<file path="src/rtl/uart_apb_pkg.sv">
// rtl/uart_apb_pkg.sv - shared constants and FSM types for the UART APB initiator
package uart_apb_pkg;

    localparam logic [4:0] ADDR_TXDATA = 5'h00;
    localparam logic [4:0] ADDR_RXDATA = 5'h04;
    localparam logic [4:0] ADDR_CTRL1  = 5'h08;
    localparam logic [4:0] ADDR_CTRL2  = 5'h0C;
    localparam logic [4:0] ADDR_STATUS = 5'h10;
    localparam logic [4:0] ADDR_CTRL3  = 5'h14;

    localparam int STAT_TXRDY    = 0;
    localparam int STAT_RXRDY    = 1;
    localparam int STAT_PARITY   = 2;
    localparam int STAT_OVERFLOW = 3;
    localparam int STAT_FRAMING  = 4;

    localparam int ERR_PARITY   = 0;
    localparam int ERR_OVERFLOW = 1;
    localparam int ERR_FRAMING  = 2;
    localparam int ERR_SLVERR   = 3;

    typedef enum logic [2:0] {
        ST_INIT1,
        ST_INIT2,
        ST_INIT3,
        ST_POLL,
        ST_RXRD,
        ST_TXWR
    } state_e;

    typedef struct packed {
        state_e st;
        logic   access;
    } fsm_t;

    function automatic logic [4:0] state_addr(input state_e st);
        case (st)
            ST_INIT1: return ADDR_CTRL1;
            ST_INIT2: return ADDR_CTRL2;
            ST_INIT3: return ADDR_CTRL3;
            ST_POLL:  return ADDR_STATUS;
            ST_RXRD:  return ADDR_RXDATA;
            default:  return ADDR_TXDATA;
        endcase
    endfunction

endpackage

</file>
<file path="src/rtl/uart_apb_master.sv">
// rtl/uart_apb_master.sv - APB3 initiator bridging byte streams to a polled UART slave
module uart_apb_master
    import uart_apb_pkg::*;
#(
    parameter logic [12:0] BAUD_VALUE     = 13'd0,
    parameter logic [2:0]  BAUD_VAL_FRCTN = 3'd0,
    parameter bit          BIT8           = 1'b1,
    parameter bit          PARITY_EN      = 1'b0,
    parameter bit          ODD_N_EVEN     = 1'b0
) (
    input  logic       PCLK,
    input  logic       PRESET,
    output logic [4:0] PADDR,
    output logic       PSEL,
    output logic       PENABLE,
    output logic       PWRITE,
    output logic [7:0] PWDATA,
    input  logic [7:0] PRDATA,
    input  logic       PREADY,
    input  logic       PSLVERR,
    input  logic [7:0] tx_data,
    input  logic       tx_valid,
    output logic       tx_ready,
    output logic [7:0] rx_data,
    output logic       rx_valid,
    input  logic       rx_ready,
    output logic       init_done,
    output logic [3:0] err_flags,
    input  logic       err_clr
);

    localparam logic [7:0] CTRL1_VAL = BAUD_VALUE[7:0];
    localparam logic [7:0] CTRL2_VAL = {BAUD_VALUE[12:8], ODD_N_EVEN, PARITY_EN, BIT8};
    localparam logic [7:0] CTRL3_VAL = {5'b0, BAUD_VAL_FRCTN};

    fsm_t       fsm_q, fsm_d;
    logic       psel_q, psel_d;
    logic       penable_q, penable_d;
    logic       pwrite_q, pwrite_d;
    logic [4:0] paddr_q, paddr_d;
    logic [7:0] pwdata_q, pwdata_d;
    logic [7:0] rx_data_q, rx_data_d;
    logic       rx_valid_q, rx_valid_d;
    logic       init_done_q, init_done_d;
    logic [3:0] err_q, err_d;
    state_e     next_st;
    logic       load_setup;

    always_comb begin
        fsm_d       = fsm_q;
        psel_d      = psel_q;
        penable_d   = penable_q;
        pwrite_d    = pwrite_q;
        paddr_d     = paddr_q;
        pwdata_d    = pwdata_q;
        rx_data_d   = rx_data_q;
        rx_valid_d  = rx_valid_q & ~rx_ready;
        init_done_d = init_done_q;
        err_d       = err_clr ? 4'b0000 : err_q;
        next_st     = fsm_q.st;
        load_setup  = 1'b0;

        // psel_q low only right after reset: present the pending SETUP of the current state
        if (!psel_q) begin
            load_setup = 1'b1;
        end else if (!fsm_q.access) begin
            fsm_d.access = 1'b1;
            penable_d    = 1'b1;
        end else if (PREADY) begin
            load_setup = 1'b1;
            if (PSLVERR) begin
                err_d[ERR_SLVERR] = 1'b1;
            end
            case (fsm_q.st)
                ST_INIT1: next_st = ST_INIT2;
                ST_INIT2: next_st = ST_INIT3;
                ST_INIT3: begin
                    next_st     = ST_POLL;
                    init_done_d = 1'b1;
                end
                ST_POLL: begin
                    err_d[ERR_FRAMING:ERR_PARITY] = err_d[ERR_FRAMING:ERR_PARITY]
                                                  | PRDATA[STAT_FRAMING:STAT_PARITY];
                    if (PRDATA[STAT_RXRDY] && (!rx_valid_q || rx_ready)) begin
                        next_st = ST_RXRD;
                    end else if (PRDATA[STAT_TXRDY] && tx_valid) begin
                        next_st = ST_TXWR;
                    end else begin
                        next_st = ST_POLL;
                    end
                end
                ST_RXRD: begin
                    rx_data_d  = PRDATA;
                    rx_valid_d = 1'b1;
                    next_st    = ST_POLL;
                end
                ST_TXWR: next_st = ST_POLL;
                default: next_st = ST_INIT1;
            endcase
        end

        if (load_setup) begin
            fsm_d.st     = next_st;
            fsm_d.access = 1'b0;
            psel_d       = 1'b1;
            penable_d    = 1'b0;
            paddr_d      = state_addr(next_st);
            pwrite_d     = (next_st != ST_POLL) && (next_st != ST_RXRD);
            case (next_st)
                ST_INIT1: pwdata_d = CTRL1_VAL;
                ST_INIT2: pwdata_d = CTRL2_VAL;
                ST_INIT3: pwdata_d = CTRL3_VAL;
                ST_TXWR:  pwdata_d = tx_data;
                default:  pwdata_d = 8'h00;
            endcase
        end
    end

    always_ff @(posedge PCLK) begin
        if (PRESET) begin
            fsm_q       <= '{st: ST_INIT1, access: 1'b0};
            psel_q      <= 1'b0;
            penable_q   <= 1'b0;
            pwrite_q    <= 1'b0;
            paddr_q     <= 5'h00;
            pwdata_q    <= 8'h00;
            rx_data_q   <= 8'h00;
            rx_valid_q  <= 1'b0;
            init_done_q <= 1'b0;
            err_q       <= 4'b0000;
        end else begin
            fsm_q       <= fsm_d;
            psel_q      <= psel_d;
            penable_q   <= penable_d;
            pwrite_q    <= pwrite_d;
            paddr_q     <= paddr_d;
            pwdata_q    <= pwdata_d;
            rx_data_q   <= rx_data_d;
            rx_valid_q  <= rx_valid_d;
            init_done_q <= init_done_d;
            err_q       <= err_d;
        end
    end

    assign PSEL      = psel_q;
    assign PENABLE   = penable_q;
    assign PWRITE    = pwrite_q;
    assign PADDR     = paddr_q;
    assign PWDATA    = pwdata_q;
    assign rx_data   = rx_data_q;
    assign rx_valid  = rx_valid_q;
    assign init_done = init_done_q;
    assign err_flags = err_q;
    // Acceptance is the completing TXWR ACCESS; a reset in that cycle cancels it
    assign tx_ready  = (fsm_q.st == ST_TXWR) & fsm_q.access & PREADY & ~PRESET;

endmodule
</file>
<file path="config.mk">
export PLATFORM = sky130hd
export DESIGN_NAME = uart_apb_master
export DESIGN_NICKNAME = d
export VERILOG_FILES = /design/src/rtl/uart_apb_pkg.sv /design/src/rtl/uart_apb_master.sv
export SDC_FILE = /design/constraint.sdc
export NUM_CORES = 1
export LEC_CHECK = 0
export CAP_MARGIN = 20
export CORE_UTILIZATION = 25
export CTS_BUF_LIST = sky130_fd_sc_hd__clkbuf_16
export DETAILED_ROUTE_END_ITERATION = 7
export GPL_TIMING_DRIVEN = 0
export PLACE_DENSITY = 0.59
export SYNTH_ARGS = -nofsm -noshare
export SYNTH_HDL_FRONTEND = slang
export SYNTH_SLANG_ARGS = --single-unit
</file>
<file path="constraint.sdc">
create_clock -name PCLK -period 4.1 [get_ports PCLK]
set_clock_uncertainty 0.05 [all_clocks]
set_input_delay 0.82 -clock PCLK [delete_from_list [all_inputs] [get_ports PCLK]]
set_output_delay 0.82 -clock PCLK [all_outputs]
set_load 0.1 [all_outputs]
</file>
==> impl_results.md <==
* Clock tree sinks at 32
* Setup TNS at 0 ns
* DIE AREA at 5720 µm²
* Slew Limit Fails at 0
* Setup Fix Bufs, Post-CTS at 0
* Critical path fanouts, max at 3
* Placed cell areas at 1950 µm²
* Die span in y at 75.6 µm
* Worst relative slew slack at 34.2%
* Final hold vios at 0
* CP bufs+invs at 2
* CP peak stage delay at 1.16 ns
* ANT nets after route at 0
* Num CTS Buffers at 5
* R2r startpoint: PSEL
* DRC at 0
* Switching power at 197 µW
* CP most frequent cell: clkdlybuf4s50_1
* IO buf count at 50
* Most common cell after layout, fill and taps aside: clkdlybuf4s50_1
* Most frequent cells in the layout: 50 x clkdlybuf4s50_1, 32 x dfxtp_1, 19 x nor2_1, 12 x nand2_1, 12 x a21oi_1
* EDFF count, synth at 0
* Worst slew pin tran at 0.984 ns
* Vias at 1235
* Largest net degree at the start of global routing at 11
* #FFs+latches synth at 32
* Site Rows at 26
* Synth Flop Type: dfxtp_1
* CP Capture Type: output pin
* Total power at 769 µW
* FFs w/ async S/R, synth at 0%
* R2R depth at 5
* Final Wtd Congestion at 0.797
* Vias in the first global route at 1133
* Worst path depth at 4
* Crit path required time at 3.23 ns
* Critical Path Start: PREADY
* Post-route cell area at 2090 µm²
* MaxCap Viol Count at 0
* Pwr/cell area at 369 nW/µm²
* Outcome: finished, final reports clean
* Synth unique cells at 35
* Comb power frac at 13.6%
* Worst vdd ir at 0.174 mV
* Final nets at 231
* Mapped Avg Cell Area at 9.03 µm²
* Router iterations before antenna repair at 4
* Sw Share at 25.6%
* Initial Util at 26.2%
* Hold Buf Count CTS at 0
* Startpoint Class: primary input
* Sequential-to-total area share from yosys stat at 47.3%
* Leakage at 0.846 nW
* Worst Hold Path Cells at 1
* Largest delay share family, worst path: buffers and inverters
* Register Area at 641 µm²
* DR iter-0 viols at 67
* First-pass GRT wire length at 5400 µm
* Clk root buf: clkbuf_16
* Antenna violations before repair at 0
* CTS H-tree lvls at 2
* CTS tree: built
* WP data arrival at 2.68 ns
* Part of the power in registers at 41.9%
* Syn Inst Count at 150
* Worst-case clock buffer depth at 2
* Final WL at 3450 µm
* Master of the slowest instance on the critical path: clkdlybuf4s50_1
* Crit Path Class: in2out
* Layout Area Growth over Synthesis at 53.9%
* Synth Warn # at 0
* RSZ-0062 raised after global routing: false
* Fmax at 0.282 GHz
* Clock power share at 44.5%
* Int Power at 572 µW
* # IOs at 54
* Resized Gates After CTS at 0
* Worst path cell trace: clkdlybuf4s50_1, nand2_1, nor3_2, clkdlybuf4s50_1
* Period utilization at 86.6%
* Synthesized area at 1360 µm²
* Final min period at 3.55 ns
* Filler instances at 532
* Ant. Diodes at 0
* Worst hold path class: reg2reg
* Multi-input logic area at 637 µm²
* Vias per inst at 4.44
* Gr ovfl total at 0
* Total Routing Usage GR at 13.2%
* Clock latency on the worst-skew pair at 0.27 ns
* HP Start: PADDR[4]
* HPWL Detailed at 2430 µm
* Drt wl/cell at 12.4 µm
* Layout cell share with drive strength beyond 1 at 9.13%
* Core Area at 5170 µm²
* Worst-path clk slew at 0.05 ns
* Final setup viols at 0
* Die X at 75.6 µm
-- area by class of cell --
class | count | area share (%)
clock inverters | 2 | 0.420
repair buffers | 50 | 24.0
inverters | 2 | 0.360
clock buffers | 5 | 6.00
plain buffers | 12 | 3.78
flip-flops and latches | 32 | 30.7
well taps | 70 | 4.20
multi-input cells | 105 | 30.5
-- sequential cells by signal (all words and copies together) (netlist names) --
register / cells
init_done: 1
PWRITE: 1
rx_data: 8
rx_valid: 1
PADDR: 3
PWDATA: 8
PSEL: 1
err_flags: 4
PENABLE: 1
fsm_q: 4
-- through the flow --
stage                     hold WS [ns]  utilization, %  std cells  worst slack (ns)
after floorplan                  0.500               -        151             0.831
after global placement           0.394            37.7        271             0.502
after detailed placement         0.394            37.7        271             0.537
after CTS                        0.409            40.3        278             0.533
after global routing             0.436            40.3        278             0.472
final                            0.404            40.3        278             0.548
-- per-layer routing --
layer  vias up  track usage, %  wire [µm]
li1        633               -          -
met1       563            16.8       1650
met2        33            19.4       1510
met3         6            5.69        229
met4         0            5.56         61
met5         -               0          0
-- logic make-up after synthesis --
family	after synthesis	synth area share, %
and+or+nand+nor	55	19.8
AOI/OAI and AO/OA	40	20.4
DFF	32	47.3
buffers and inverters	14	6.37
muxes	8	5.91
other	1	0.277
-- worst paths after layout --
check                                  end  slack [ns]
worst min-delay path              PADDR[4]        0.40
worst max register to register  rx_data[6]        2.29
worst max-delay path              tx_ready        0.55
worst min register to register    PADDR[4]        0.40
-- Yosys cell counts (2+ instances only) --
cell	n	area share (%)
buf_2	3	1.1
nor2b_1	7	3.2
a21o_1	2	1.1
clkbuf_1	4	1.1
o31ai_1	2	1.1
o21ai_0	5	1.8
a21oi_1	12	4.4
a21boi_0	2	1.1
nand2_1	12	3.3
nor3_1	3	1.1
inv_1	2	0.55
nor2_1	19	5.3
a22o_1	6	3.9
o22ai_1	2	0.92
buf_4	2	1.1
dfxtp_1	32	47
a31oi_1	2	0.92
nand3_1	3	1.1
mux2i_1	8	5.9
nand2b_1	4	1.8
buf_6	3	2.5
or3_1	2	0.92
-- power by group through the flow --
stage | logic (mW) | clock network [mW] | registers, mW
after floorplan | 0.0340 | 0 | 0.360
after global placement | 0.105 | 0 | 0.328
after detailed placement | 0.105 | 0 | 0.328
after CTS | 0.105 | 0.353 | 0.322
after global routing | 0.111 | 0.368 | 0.323
final | 0.105 | 0.343 | 0.322
No activity file was read; power rests on OpenSTA's default activity.
